`src/rtl/uart_tx_arbiter.sv`:
```
`default_nettype none
// ============================================================================
// Module      : uart_tx_arbiter
// Description : Round-robin, packet-granular arbiter that shares one UART
//               TX byte engine among NUM_REQ byte-stream requesters. A grant
//               is held until the packet's last byte has been shifted out or
//               the requester stays idle for MAX_GAP cycles mid-packet.
// Revision    : 1.0 - initial release
// ============================================================================
module uart_tx_arbiter #(
  parameter int NUM_REQ = 4,
  parameter int DATA_W  = 8,
  parameter int MAX_GAP = 64
) (
  input  logic                          clk,
  input  logic                          reset,
  input  logic [NUM_REQ-1:0]            req_valid,
  input  logic [NUM_REQ*DATA_W-1:0]     req_data,
  input  logic [NUM_REQ-1:0]            req_last,
  output logic [NUM_REQ-1:0]            req_ready,
  output logic                          tx_start,
  output logic [DATA_W-1:0]             tx_data,
  input  logic                          tx_busy,
  output logic                          grant_vld,
  output logic [$clog2(NUM_REQ)-1:0]    grant_id,
  output logic                          pkt_abort
);

  localparam int ID_W  = $clog2(NUM_REQ);
  localparam int GAP_W = (MAX_GAP > 1) ? $clog2(MAX_GAP) : 1;
  localparam logic [GAP_W-1:0] C_GAP_LAST = GAP_W'(MAX_GAP - 1);
  localparam logic [ID_W-1:0]  C_PTR_RST  = ID_W'(NUM_REQ - 1);

  typedef enum logic [1:0] {
    ST_IDLE      = 2'd0,
    ST_SEND      = 2'd1,
    ST_WAIT_ACK  = 2'd2,
    ST_WAIT_DONE = 2'd3
  } state_t;

  // Registered state
  state_t              r_state;
  logic                r_grant_vld;
  logic [ID_W-1:0]     r_grant_id;
  logic [ID_W-1:0]     r_ptr;
  logic                r_tx_start;
  logic [DATA_W-1:0]   r_tx_data;
  logic                r_last;
  logic [GAP_W-1:0]    r_gap;
  logic                r_abort;

  // Next-state values
  state_t              w_state;
  logic                w_grant_vld;
  logic [ID_W-1:0]     w_grant_id;
  logic [ID_W-1:0]     w_ptr;
  logic                w_tx_start;
  logic [DATA_W-1:0]   w_tx_data;
  logic                w_last;
  logic [GAP_W-1:0]    w_gap;
  logic                w_abort;

  // Arbitration and granted-stream views
  logic                w_arb_found;
  logic [ID_W-1:0]     w_arb_idx;
  logic [ID_W-1:0]     w_scan_idx;
  logic                w_sel_valid;
  logic                w_sel_last;
  logic [DATA_W-1:0]   w_sel_data;
  logic                w_accept;

  // Round-robin scan starting just after the last owner; the lowest offset
  // wins, so scanning from the far end and overwriting leaves the nearest.
  always_comb begin
    w_arb_found = 1'b0;
    w_arb_idx   = '0;
    w_scan_idx  = '0;
    for (int i = NUM_REQ; i >= 1; i--) begin
      w_scan_idx = ID_W'((int'(r_ptr) + i) % NUM_REQ);
      if (req_valid[w_scan_idx]) begin
        w_arb_found = 1'b1;
        w_arb_idx   = w_scan_idx;
      end
    end
  end

  // Only the owner's lines matter while a grant is held.
  always_comb begin
    w_sel_valid = req_valid[r_grant_id];
    w_sel_last  = req_last[r_grant_id];
    w_sel_data  = req_data[r_grant_id*DATA_W +: DATA_W];
    w_accept    = (r_state == ST_SEND) && w_sel_valid && !tx_busy;
  end

  // One-hot byte accept, only in SEND and only while the engine is free.
  always_comb begin
    req_ready = '0;
    if (w_accept) begin
      req_ready[r_grant_id] = 1'b1;
    end
  end

  // Next-state and registered-output logic.
  always_comb begin
    w_state     = r_state;
    w_grant_vld = r_grant_vld;
    w_grant_id  = r_grant_id;
    w_ptr       = r_ptr;
    w_tx_start  = 1'b0;
    w_tx_data   = r_tx_data;
    w_last      = r_last;
    w_gap       = r_gap;
    w_abort     = 1'b0;

    unique case (r_state)
      ST_IDLE: begin
        if (w_arb_found) begin
          w_grant_id  = w_arb_idx;
          w_grant_vld = 1'b1;
          w_gap       = '0;
          w_state     = ST_SEND;
        end
      end

      ST_SEND: begin
        if (w_accept) begin
          w_tx_data  = w_sel_data;
          w_tx_start = 1'b1;
          w_last     = w_sel_last;
          w_gap      = '0;
          w_state    = ST_WAIT_ACK;
        end else if (!w_sel_valid && !tx_busy) begin
          // Gap timer only runs while the engine could take a byte.
          if (r_gap == C_GAP_LAST) begin
            w_abort     = 1'b1;
            w_grant_vld = 1'b0;
            w_ptr       = r_grant_id;
            w_gap       = '0;
            w_state     = ST_IDLE;
          end else begin
            w_gap = r_gap + 1'b1;
          end
        end
      end

      ST_WAIT_ACK: begin
        if (tx_busy) begin
          w_state = ST_WAIT_DONE;
        end
      end

      ST_WAIT_DONE: begin
        if (!tx_busy) begin
          if (r_last) begin
            // Releasing owner becomes lowest priority next round.
            w_ptr       = r_grant_id;
            w_grant_vld = 1'b0;
            w_state     = ST_IDLE;
          end else begin
            w_state = ST_SEND;
          end
        end
      end

      default: begin
        w_state = ST_IDLE;
      end
    endcase
  end

  // State and output registers; reset wins in every state.
  always_ff @(posedge clk) begin
    if (reset) begin
      r_state     <= ST_IDLE;
      r_grant_vld <= 1'b0;
      r_grant_id  <= '0;
      r_ptr       <= C_PTR_RST;
      r_tx_start  <= 1'b0;
      r_tx_data   <= '0;
      r_last      <= 1'b0;
      r_gap       <= '0;
      r_abort     <= 1'b0;
    end else begin
      r_state     <= w_state;
      r_grant_vld <= w_grant_vld;
      r_grant_id  <= w_grant_id;
      r_ptr       <= w_ptr;
      r_tx_start  <= w_tx_start;
      r_tx_data   <= w_tx_data;
      r_last      <= w_last;
      r_gap       <= w_gap;
      r_abort     <= w_abort;
    end
  end

  assign tx_start  = r_tx_start;
  assign tx_data   = r_tx_data;
  assign grant_vld = r_grant_vld;
  assign grant_id  = r_grant_id;
  assign pkt_abort = r_abort;

endmodule
`default_nettype wire

```
`config.mk`:
```
export PLATFORM = sky130hd
export DESIGN_NAME = uart_tx_arbiter
export DESIGN_NICKNAME = d
export VERILOG_FILES = /design/src/rtl/uart_tx_arbiter.sv
export SDC_FILE = /design/constraint.sdc
export NUM_CORES = 1
export LEC_CHECK = 0
export CORE_MARGIN = 4
export CORE_UTILIZATION = 46
export CTS_CLUSTER_SIZE = 10
export DETAILED_ROUTE_END_ITERATION = 10
export PLACE_DENSITY = 0.95
export SYNTH_ARGS = -nofsm -noshare
export SYNTH_HDL_FRONTEND = slang
export SYNTH_SLANG_ARGS = --single-unit
```
`constraint.sdc`:
```
create_clock -name clk -period 3 [get_ports clk]
set_input_delay 0.6 -clock clk [delete_from_list [all_inputs] [get_ports clk]]
set_output_delay 0.6 -clock clk [all_outputs]
set_load 0.02 [all_outputs]
```
* Word level (Yosys, flattened, before mapping)
Cells that the tools add are included. Widths: inputs -> output; s select.
Word-level totals: output and inout port bits 17, word-level logic and storage cells 105, input port bits 43, bits in registers 24
Cells by class: shifts and indexed selects 1, add/subtract/negate cells 5, reductions and logical operators 18, equality and inequality tests 13, muxes and demuxes 51, bitwise operators 2, $lt $le $gt $ge 6
Operator list (count):
- $shiftx 32x6->8 | 1
- $mux 2 | 15
- $mux 6 | 4
- $mux 1 | 20
- $lt 2x3->1 const B | 5
- $bmux 1 s2 | 6
- $pmux 6 s2 | 1
- $ne 2x2->1 const B | 5
- $pmux 2 s4 | 1
- $reduce_and 7->1 | 1
- $add 6x1->6 const B | 1
- $eq 6x6->1 const B | 1
- $ne 3x2->1 const B | 2
- $reduce_and 6->1 | 1
- $reduce_and 5->1 | 1
- $add 2x1->2 const B | 2
- $add 2x2->2 const B | 2
- $eq 2x2->1 const B | 2
- $logic_and 1x1->1 | 4
- $mux 4 | 1
- $ne 2x1->1 const B | 2
- $pmux 2 s2 | 1
- $reduce_and 2->1 | 2
- $reduce_bool 2->1 | 2
- other kinds (11) | 13

* Logic depth before layout (Yosys ltp)
Gate-level depths: netlist of run 1.
depth in word-level cells 9, gate-level depth with buffers 6, mapped depth without buffers 5

* Worst setup path before layout of run 1
Ideal clock, no wire load.
kind reg2out, start point register r_grant_id[0], in the netlist grant_id[0], end point output port req_ready[2], buffers on the path 2, required time 2.400 ns, stages on the path, launching flop included 6, arrival time 1.783 ns, path slack 0.617 ns, path through dfxtp_1 buf_6 mux4_2 nor3b_1 clkbuf_1 and3_1
On the way: word-level cells in the longest chain between the ends 5, elaborated cells between the ends (all ways) 10, classes of those cells 2 x order compare; 5 x mux; 3 x reduce/logical
RTL lines:
- start: declaration | RTL line 44 | logic [ID_W-1:0] r_grant_id;
- start signal: assignment | RTL line 186 | r_grant_id <= w_grant_id;
- $lt 2x3->1 (not written as such), or another cell as far along | RTL line 99 | req_ready[r_grant_id] = 1'b1;
- $logic_and 1x1->1 (not written as such) / $mux 1 (equally long branches) | RTL line 99, 89
- $mux 1 (not written as such) / $logic_and 1x1->1 (equally long branches) | RTL line 99, 92
- $demux 1 s2 / $logic_and 1x1->1 (equally long branches) | RTL line 99, 92
- $mux 4 * | RTL line 98 | if (w_accept) begin
- end: declaration | RTL line 20 | output logic [NUM_REQ-1:0] req_ready,
Every way passes the cells marked *; elsewhere a longest branch is shown, timed or not. The select of a mux whose other input is x is not followed.

* Worst setup path in the final report of run 1
start point input port req_valid[2], end point output port req_ready[2]
On the way: word-level cells in the longest chain between the ends 5
RTL lines:
- start: declaration | RTL line 17 | input logic [NUM_REQ-1:0] req_valid,
- $bmux 1 s2 | RTL line 89 | w_sel_valid = req_valid[r_grant_id];
- $mux 1 (not written as such) | RTL line 89
- $logic_and 1x1->1 (2 in a row) | RTL line 92 | w_accept = (r_state == ST_SEND) && w_sel_valid && !tx_busy;
- $mux 4 | RTL line 98
Every way passes these cells. The select of a mux whose other input is x is not followed.

==> results of run 1 <==
[through the flow]
stage | cell area [µm²] | std cells | total power, mW | util [%] | TNS [ns]
global placement | 2170 | 271 | 0.584 | 71.1 | -0.493
global route | 2220 | 275 | 0.865 | 72.8 | 0
floorplan | 1470 | 164 | 0.475 | - | 0
CTS | 2220 | 275 | 0.830 | 72.8 | 0
finish | 2220 | 275 | 0.826 | 72.8 | 0
detailed placement | 2170 | 271 | 0.592 | 71.1 | -0.525
[sequential cells by signal (all words and copies together) (netlist names), named ones only]
| register | flops |
|---|---|
| pkt_abort | 1 |
| r_ptr | 2 |
| grant_vld | 1 |
| r_gap | 6 |
| tx_start | 1 |
| tx_data | 8 |
| r_last | 1 |
| r_state | 1 |
| grant_id | 2 |
[worst paths after layout]
path                        to  slack, ns
setup / recovery  req_ready[2]       0.12
hold / removal      tx_data[1]       0.47
setup reg to reg      r_gap[4]       0.92
hold reg to reg     tx_data[1]       0.47
[cell usage in the layout (no fill, tap or decap), drive strengths merged, types with 2 or more instances in the layout]
master | synthesis | layout
nand4 | 4 | 4
dfxtp | 24 | 24
buf | 3 | 14
o221ai | 2 | 2
a21o | 2 | 2
nor4 | 2 | 2
nand3b | 3 | 3
a31o | 2 | 2
and3 | 3 | 3
nand3 | 8 | 8
a21oi | 17 | 17
nand4b | 2 | 2
nor3 | 4 | 4
o21a | 2 | 2
nand2b | 2 | 2
a31oi | 4 | 4
o21ai | 3 | 3
clkdlybuf4s50 | 0 | 55
inv | 2 | 2
nor2 | 7 | 7
dlygate4sd2 | 0 | 4
nor2b | 4 | 4
clkbuf | 7 | 3
nand2 | 31 | 31
mux2 | 3 | 3
or3 | 3 | 3
mux4 | 10 | 10
[cell families after synthesis]
family                   synth area share, %
buffers and inverters                   3.75
AO/OA/AOI/OAI                           17.7
adder cells (fa/ha/maj)                0.852
flip-flops                              32.7
multiplexers                            19.1
AND/OR/NAND/NOR                         25.8
[routing by layer]
metal  up-vias  share of wire [%]  track usage (%)  wire [µm]
li1        755                  -                -          -
met1       726                 38             24.5       1640
met2        57                 54             40.1       2340
met3        12                5.8             4.16        252
met4         0                2.6             7.92        115
met5         -                  0                0          0
[power groups by stage]
stage	sequential (mW)	clock [mW]	combinational, mW
after floorplan	0.361	0	0.113
after global placement	0.353	0	0.231
after detailed placement	0.354	0	0.238
after CTS	0.347	0.244	0.238
after global routing	0.350	0.258	0.257
final	0.347	0.240	0.238
[layout make-up]
class	instances	area, µm²	share of cell area (%)
multi-input combinational	128	937	42.1
clock inverter	1	30.0	1.35
timing repair buffer	73	691	31.1
sequential	24	480	21.6
clock buffer	3	22.5	1.01
inverter	2	7.51	0.338
tap	44	55.1	2.48
[worst max-delay path, cell delays in order]
cell             delay, ns
clkdlybuf4s50_1       0.44
mux4_2                0.51
nor3b_2               0.21
and3_1                0.20
dlygate4sd2_1         0.32
==> impl_results.md, run 1 <==
- Outcome: finished, final reports clean
- Worst R2R Path Depth: 5
- RR Startpoint: grant_id[1]
- Clock Tree Buf Depth: 2
- Post-CTS Resized: 5
- Final Critical Period: 2.88 ns
- Avg Cell Area, Syn: between 8 and 9 µm²
- Max FO, Critical Path: 4
- ANT nets after route: 0
- Sequential fraction of the synthesis area: 32.7%
- CP required: roughly 2.4 ns
- Dpl ws: -0.225 ns
- Logic gate share of total power: 28.9%
- Area grow syn2layout: 51.5%
- Ports: 60
- DRC Markers: 0
- Final WS setup: about 0.12 ns
- Setup crit end kind: output port
- RSZ-0062 raised after global routing: false
- Die extent in x: between 60 and 70 µm
- CTS Root Cell: clkbuf_4
- Fillcell total: approximately 240
- Drt total wl: 4340 µm
- CTS clk-pin slew, worst paths: 0.14 ns
- GRT Residual Overflow: 0
- Postcts setup bufs: 0
- Layout cells sized above 1: 14.3%
- Flop pwr share: a little over two fifths
- DR pass1 iterations: 4
- Min-Delay Path Class: reg2reg
- Mapped Cells: 164
- CTS tree: yes
- Most common library cells after synthesis: nand2_1 (31), dfxtp_1 (24), a21oi_1 (17), nand3_1 (8)
- FFs w/ async S/R, synth: 0%
- Clock power frac: around 29%
- Gpl congestion: between 0.8 and 0.9
- Net switching fraction of the power: approximately 27%
- Final setup vio count: 0
- Vias in the first global route: between 1000 and 1500
- Final Skew: between 0.008 and 0.009 ns
- Share of the synthesized area in the top cell type: between 30 and 40%
- Top FF cell, synth: dfxtp_1
- Die Ht: ~64 µm
- Worst hold margin: about 0.47 ns
- Gr usage total: a little over a fifth
- Largest net degree at the start of global routing: 19
- Die area: between 4000 and 5000 µm²
- Internal Power: 0.605 mW
- Clock sink count: 24
- Startpoint type of the worst setup path: primary input
- Placed wire-length estimate: between 3000 and 4000 µm
- Final Cycle Share: between 90% and 100%
- Unique masters post-synth: 38
- Per-cell routed wire length: 15.8 µm
- Peak VDD IR: around 0.00038 V
- Initial antenna violation count: 0
- Slew headroom: 51.3%
- YS warnings: 0
- Cell taking the most area after synthesis: dfxtp_1
- Fin. max-slew vios: 0
- DR vias: 1550
- DR iter-0 viols: 76
- P_leak: between 0.8 and 0.9 nW
- Worst Setup SP: req_valid[2]
- Worst slew pin tran: 0.730 ns
- Mapped Area: ~1500 µm²
- Final hold vios: 0
- Worst hold path depth: 2
- IO Port Bufs: 59
- CTS H-Tree Depth: 1
- Top post-synthesis cells by area: dfxtp_1 (33%), mux4_2 (11%), nand2_1 (7.9%)
- # nets final: between 200 and 300
- Vias/cell: approximately 5.6
- Initial Util: between 40% and 50%
- Worst Path Arrival: approximately 2.3 ns
- Core Rows: 20
- Most frequent cell after synthesis: nand2_1
- Max_cap viols: 0
- Maximum clock frequency: between 300 and 400 MHz
- Clock insertion delay at the later pin of the skew report: roughly 0.33 ns
- # diodes: 0
- First-pass GRT wire length: approximately 7100 µm
- Psw: roughly 0.22 mW
- Cts hold-fix bufs: 0
- Power Density: between 300 and 400 nW/µm²
- Number of buffers created by CTS: 3
- WS Path Type: in2out
- Post-synthesis register bit count: 24
- Core Box Area: 3050 µm²
- Syn Nets: 208
- Worst Min Path Start: tx_data[1]
- Number of enable flip-flop cells after synthesis: 0
(Power assumes the default switching activity.)
==> inputs of run 2 (changes only) <==
--- a/config.mk
+++ b/config.mk
@@ -5,6 +5,7 @@
 export SDC_FILE = /design/constraint.sdc
 export NUM_CORES = 1
 export LEC_CHECK = 0
+export CAP_MARGIN = 20
 export CORE_MARGIN = 4
 export CORE_UTILIZATION = 46
 export CTS_CLUSTER_SIZE = 10
==> results of run 2 <==
Final layout, timing and power as in run 1 (identical DEF).
==> patch 1, RTL diff (flow settings as in run 2) <==
Change the parameter `DATA_W` from 8 to 6.
--- a/src/rtl/uart_tx_arbiter.sv
+++ b/src/rtl/uart_tx_arbiter.sv
@@ -9,7 +9,7 @@
 // ============================================================================
 module uart_tx_arbiter #(
   parameter int NUM_REQ = 4,
-  parameter int DATA_W  = 8,
+  parameter int DATA_W  = 6,
   parameter int MAX_GAP = 64
 ) (
   input  logic                          clk,
Ports: changed (resized req_data and tx_data); port bits go from 60 to 50. The function was not compared with the original's and may differ.
==> patch 1 against run 2 <==
  * Total power is 17% lower
  * Via count is 14% lower
  * Largest cell class unchanged
  * Sequential cell count is 2 lower
  * Final area is 14% lower
  * Critical endpoint is now req_ready[0]
  * Highest routed layer unchanged
  * Synthesized area is 15% lower
  * Wire length is 16% lower
  * First-iteration DRC count is 30% lower
  * Worst setup slack worse by 0.032 ns
  * Clock power is 32% lower
==> patch 1: results (changes against run 2) <==
| Metric | Value |
|---|---|
| CP Data Arrival Time | `2.31 ns (+0.03 ns)` |
| Fraction of layout cells with a size suffix above 1 | `15.6% (+1.3 points)` |
| Post-DP Area | `1860 um2 (-14%)` |
| Setup Skew | `0.00536 ns (-0.00346 ns)` |
| Seq/Total Area, Yosys | `35.1% (+2.4 points)` |
| Period Utilization, post-route | `97.1% (+1.1 points)` |
| Synth unique cells | `39 (+2.6%)` |
| Clock-pin slew of the registers on the worst-case setup and hold paths | `0.11 ns (-0.03 ns)` |
| Most frequent cells after synthesis | `dfxtp_1, nand2_1, nor2_1, a21oi_1, mux4_2` |
| Nets | `236 (-14%)` |
| M1 wire length | `1.49 mm (-9.0%)` |
| Vias in the first global route | `1265 (-15%)` |
| Top cells by area, synth | `dfxtp_1, mux4_2, nand2_1` |
| Placer Congestion | `0.824 (+1.5%)` |
| Final wirelength | `3.65 mm (-16%)` |
| Status | `complete, no violations` |
| Met3 WL post-DR | `196 um (-22%)` |
| Via/cell ratio | `5.82 (+3.3%)` |
| Number of fill cells | `178 (-24%)` |
| Hold wc startpoint | `tx_data[3]$_SDFFE_PP0P_` |
| R2r startpoint | `grant_id[0]$_SDFFE_PP0P_` |
| Number of port buffers | `49 (-17%)` |
| Dpl hpwl | `2.97 mm (-12%)` |
| Setup crit start | `tx_busy` |
| Clock Latency Late Sink | `0.31 ns (-0.02 ns)` |
| Worst-Margin Slew | `0.717 ns (-0.0135 ns)` |
| Syn Nets | `175 (-16%)` |
| WL met2 | `1.88 mm (-20%)` |
| Starting DRT DRC Count | `53 (-30%)` |
| Leak | `0.719 nW (-14%)` |
| Total GRT Usage | `21.6% (-0.059 points)` |
| Cts repair resizes | `2 (-3)` |
| First-pass GRT wire length | `5.84 mm (-17%)` |
| Max IR drop VDD | `0.278 mV (-26%)` |
| Sw Pwr | `189 uW (-15%)` |
| Pin count of the biggest net entering global routing | `22 (+3)` |
[patch 1: stage by stage]
stage | hold slack, ns | instances | worst slack (ns) | util (%)
after floorplan | 0.446 | 139 | 0.640 | -
after global placement | 0.442 | 225 | -0.00206 | 73.1
after detailed placement | 0.453 | 225 | -0.0472 | 73.1
after CTS | 0.470 | 229 | 0.00162 | 74.4
after global routing | 0.502 | 229 | 0.0409 | 74.7
final | 0.471 | 229 | 0.0857 | 74.7
[patch 1: final cells by class]
type	count	share of cell area (%)
Clock buffer	4	1.91
Inverter	7	1.38
Multi-Input combinational cell	103	40.3
Sequential cell	22	23.2
Tap cell	30	1.97
Timing Repair Buffer	63	31.3
[patch 1: worst max-delay path, stage by stage]
cell,delay [ns]
clkdlybuf4s50_1,0.42
buf_4,0.15
nor2b_1,0.18
nand3b_1,0.14
nor3_1,0.17
clkdlybuf4s50_1,0.65
[patch 1: cell families after synthesis]
kind of cell	Yosys count	share of synthesized area [%]
simple gates	61	24.7
mux	12	17.7
fa+ha+maj	1	0.998
compound gates	29	17.3
buf+inv	14	4.29
flops	22	35.1
[patch 1: per-layer routing]
layer,track usage (%),vias up
li1,-,634
met1,26.2,630
met2,37.5,59
met3,4.75,10
met4,7.28,0
met5,0,-
[patch 1: final timing paths]
path,endpoint,cells past startpoint,slack [ns]
worst max-delay path,req_ready[0],6,0.09
worst min-delay path,tx_data[3]$_SDFFE_PP0P_,2,0.47
worst max register to register,r_ptr[1]$_SDFFE_PP1P_,4,1.14
worst min register to register,tx_data[3]$_SDFFE_PP0P_,2,0.47
[patch 1: power groups by stage]
stage,sequential (mW),clock [mW],combinational (mW)
floorplan,0.328,0,0.0920
global placement,0.321,0,0.192
detailed placement,0.321,0,0.199
CTS,0.315,0.166,0.200
global route,0.317,0.183,0.219
finish,0.315,0.164,0.202
==> patch 2, RTL diff (flow settings as in run 2) <==
Made on the original files. Take the reset off `r_tx_data` and load it in a clocked block of its own.
--- a/src/rtl/uart_tx_arbiter.sv
+++ b/src/rtl/uart_tx_arbiter.sv
@@ -176,7 +176,6 @@
       r_grant_id  <= '0;
       r_ptr       <= C_PTR_RST;
       r_tx_start  <= 1'b0;
-      r_tx_data   <= '0;
       r_last      <= 1'b0;
       r_gap       <= '0;
       r_abort     <= 1'b0;
@@ -186,11 +185,14 @@
       r_grant_id  <= w_grant_id;
       r_ptr       <= w_ptr;
       r_tx_start  <= w_tx_start;
-      r_tx_data   <= w_tx_data;
       r_last      <= w_last;
       r_gap       <= w_gap;
       r_abort     <= w_abort;
     end
+  end
+
+  always_ff @(posedge clk) begin
+    r_tx_data <= w_tx_data;
   end
 
   assign tx_start  = r_tx_start;
Check against the original RTL: differs if reset is asserted again (counterexample within 4 cycles, from zero or initial values and one cycle with reset high); with reset held inactive, the same outputs for 10 cycles.
==> patch 2 against run 2 <==
  * Total power shrank 10%
  * First-iteration DRC count grew 36%
  * Wire length shrank 4.2%
  * Worst setup slack gained 0.069 ns
  * Combinational power shrank 7%
  * Non-clock buffer count shrank 3
  * Largest cell class unchanged
  * Global-route usage grew 0.22 points
  * Clock power shrank 36%
  * Synthesized area shrank 6.6%
  * Sequential cell count is the same
  * Sequential share of layout area grew 5.3 points
  * Sequential power grew 5%
  * Final area shrank 6.4%
==> patch 2: results (changes against run 2) <==
| Metric | Value |
|---|---|
| Status | `complete, no violations` |
| Hold Path Sink | `r_last$_SDFFE_PP0P_` |
| Antenna diode count | `0 (unchanged)` |
| Via/cell ratio | `6.18 (+9.6%)` |
| Most frequent cells after synthesis | `dfxtp_1, nand2_1, mux4_2, nor2_1, edfxtp_1` |
| Slew margin rel. | `60.0% (+8.6 points)` |
| Wirelength per Cell | `18.3 um (+16%)` |
| Setup Skew | `0.00633 ns (-0.00250 ns)` |
| Syn Nets | `173 (-17%)` |
| Number of fill cells | `183 (-22%)` |
| Starting DRT DRC Count | `103 (+36%)` |
| Nets | `242 (-12%)` |
| Maximum level of the CTS H-tree | `1 (unchanged)` |
| Vias in the first global route | `1403 (-5.8%)` |
| Primary FF master, synth | `dfxtp_1` |
| Max IR drop VDD | `0.235 mV (-37%)` |
| Path depth of the worst reg2reg path | `5 (unchanged)` |
| Seq/Total Area, Yosys | `40.9% (+8.1 points)` |
| Root buf cell | `clkbuf_4` |
| R2r startpoint | `grant_id[0]$_SDFFE_PP0P_` |
| Clock Latency Late Sink | `0.33 ns (about the same)` |
| Initial antenna violation count | `0 (unchanged)` |
| Crit Path Max Fanout | `4 (unchanged)` |
| CP Data Arrival Time | `2.21 ns (-0.07 ns)` |
| Post-synth EDFFs | `8 (+8)` |
| Sw Pwr | `208 uW (-6.0%)` |
| Leak | `0.827 nW (-0.63%)` |
| Hold path cells | `2 (unchanged)` |
| Met3 Use GR | `3.24% (-0.92 points)` |
| Fraction of layout cells with a size suffix above 1 | `15.7% (+1.5 points)` |
| Met1 GRT Util | `25.4% (+0.86 points)` |
| CTS buffer count | `3 (unchanged)` |
| Total iterations of the first detailed-routing run | `5 (+1)` |
| Met2 usage in global routing | `41.4% (+1.3 points)` |
| Top cells by area, synth | `dfxtp_1, edfxtp_1, mux4_2` |
| R2r endpoint | `r_gap[3]$_SDFFE_PP0P_` |
| Total GRT Usage | `21.9% (+0.22 points)` |
| Dpl hpwl | `3.17 mm (-6.1%)` |
| Post-DP Area | `2050 um2 (-5.4%)` |
| R2R Setup Slk | `1.00 ns (+0.08 ns)` |
| First-pass GRT wire length | `6.87 mm (-2.6%)` |
| Placer Congestion | `0.846 (+4.2%)` |
| Hold wc startpoint | `r_last$_SDFFE_PP0P_` |
| Clk buf depth | `2 (unchanged)` |
| Clock-pin slew of the registers on the worst-case setup and hold paths | `0.14 ns (about the same)` |
| Async SR Flop Fraction | `0% (unchanged)` |
| Pin count of the biggest net entering global routing | `17 (-2)` |
| Critical path's largest stage delay | `0.49 ns (-0.02 ns)` |
| Number of port buffers | `59 (unchanged)` |
| Largest register FFs | `8 (unchanged)` |
patch 2: cell types whose count changed in the layout (fill, tap and decap cells not counted), sizes merged, moves of 3 or more:
cell,delta
mux2,-3
nand2,-18
buf,-3
a21oi,-13
a21o,+5
nor2b,-3
inv,+5
edfxtp,+8
nand4,-4
dfxtp,-8
or3,-3
patch 2: worst max-delay path: cells and delay by family:
kind | cells | cell delay (ns)
and+or+nand+nor | 2 | 0.30
buffers and inverters | 3 | 0.82
muxes | 1 | 0.49
patch 2: worst max path at each step:
stage / cells after the start / end / start / slack (ns)
floorplan: 5 / req_ready[3] / grant_id[0]$_SDFFE_PP0P_ / 0.56
global placement: 6 / req_ready[3] / req_valid[3] / 0.004
detailed placement: 6 / req_ready[3] / req_valid[2] / -0.02
CTS: 7 / req_ready[1] / req_valid[2] / 0.03
global route: 6 / req_ready[3] / req_valid[2] / 0.13
finish: 6 / req_ready[3] / req_valid[2] / 0.19
patch 2: area by class of cell:
class	count	share of cell area (%)
Multi-Input combinational cell	92	36.2
Timing Repair Buffer	70	32.5
Sequential cell	24	26.9
Tap cell	31	1.86
Inverter	7	1.26
Clock buffer	3	1.08
Clock inverter	1	0.180
patch 2: logic make-up (layout without fill, tap and decap cells):
logic type                 after synthesis  in the layout  share of synthesized area, %
AOI/OAI and AO/OA                       32             32                          17.9
adders and majority gates                1              1                         0.912
buffers and inverters                   13             81                          4.11
DFF                                     24             24                          40.9
muxes                                   13             13                          18.6
and+or+nand+nor                         46             46                          17.6
patch 2: per-stage QoR:
step	std cells	utilization, %	TNS [ns]	hold slack, ns	worst slack (ns)
finish	228	74.2	0	0.510	0.187
global placement	224	73.2	0	0.448	0.00427
CTS	228	74.0	0	0.502	0.0336
detailed placement	224	73.2	-0.0218	0.482	-0.0218
floorplan	129	-	0	0.436	0.559
global route	228	74.2	0	0.510	0.131
patch 2: power groups by stage:
stage / clock (mW) / combinational [mW] / sequential, mW
5_1_grt: 0.161 / 0.236 / 0.368
3_5_place_dp: 0 / 0.219 / 0.372
3_3_place_gp: 0 / 0.211 / 0.371
2_1_floorplan: 0 / 0.0994 / 0.381
4_1_cts: 0.151 / 0.220 / 0.365
6_report: 0.153 / 0.222 / 0.365
patch 2: metal layers:
layer,wire (um),up-vias
li1,-,633
met1,1560,655
met2,2240,103
met3,281,18
met4,87,0
met5,0,-
patch 2: what timing repair did:
item / in CTS / in global routing
pin swaps: 0 / 0
hold buffers: 0 / 0
gates resized for setup: 2 / 2
setup buffers: 0 / 0
setup endpoints to repair: 2 / 2
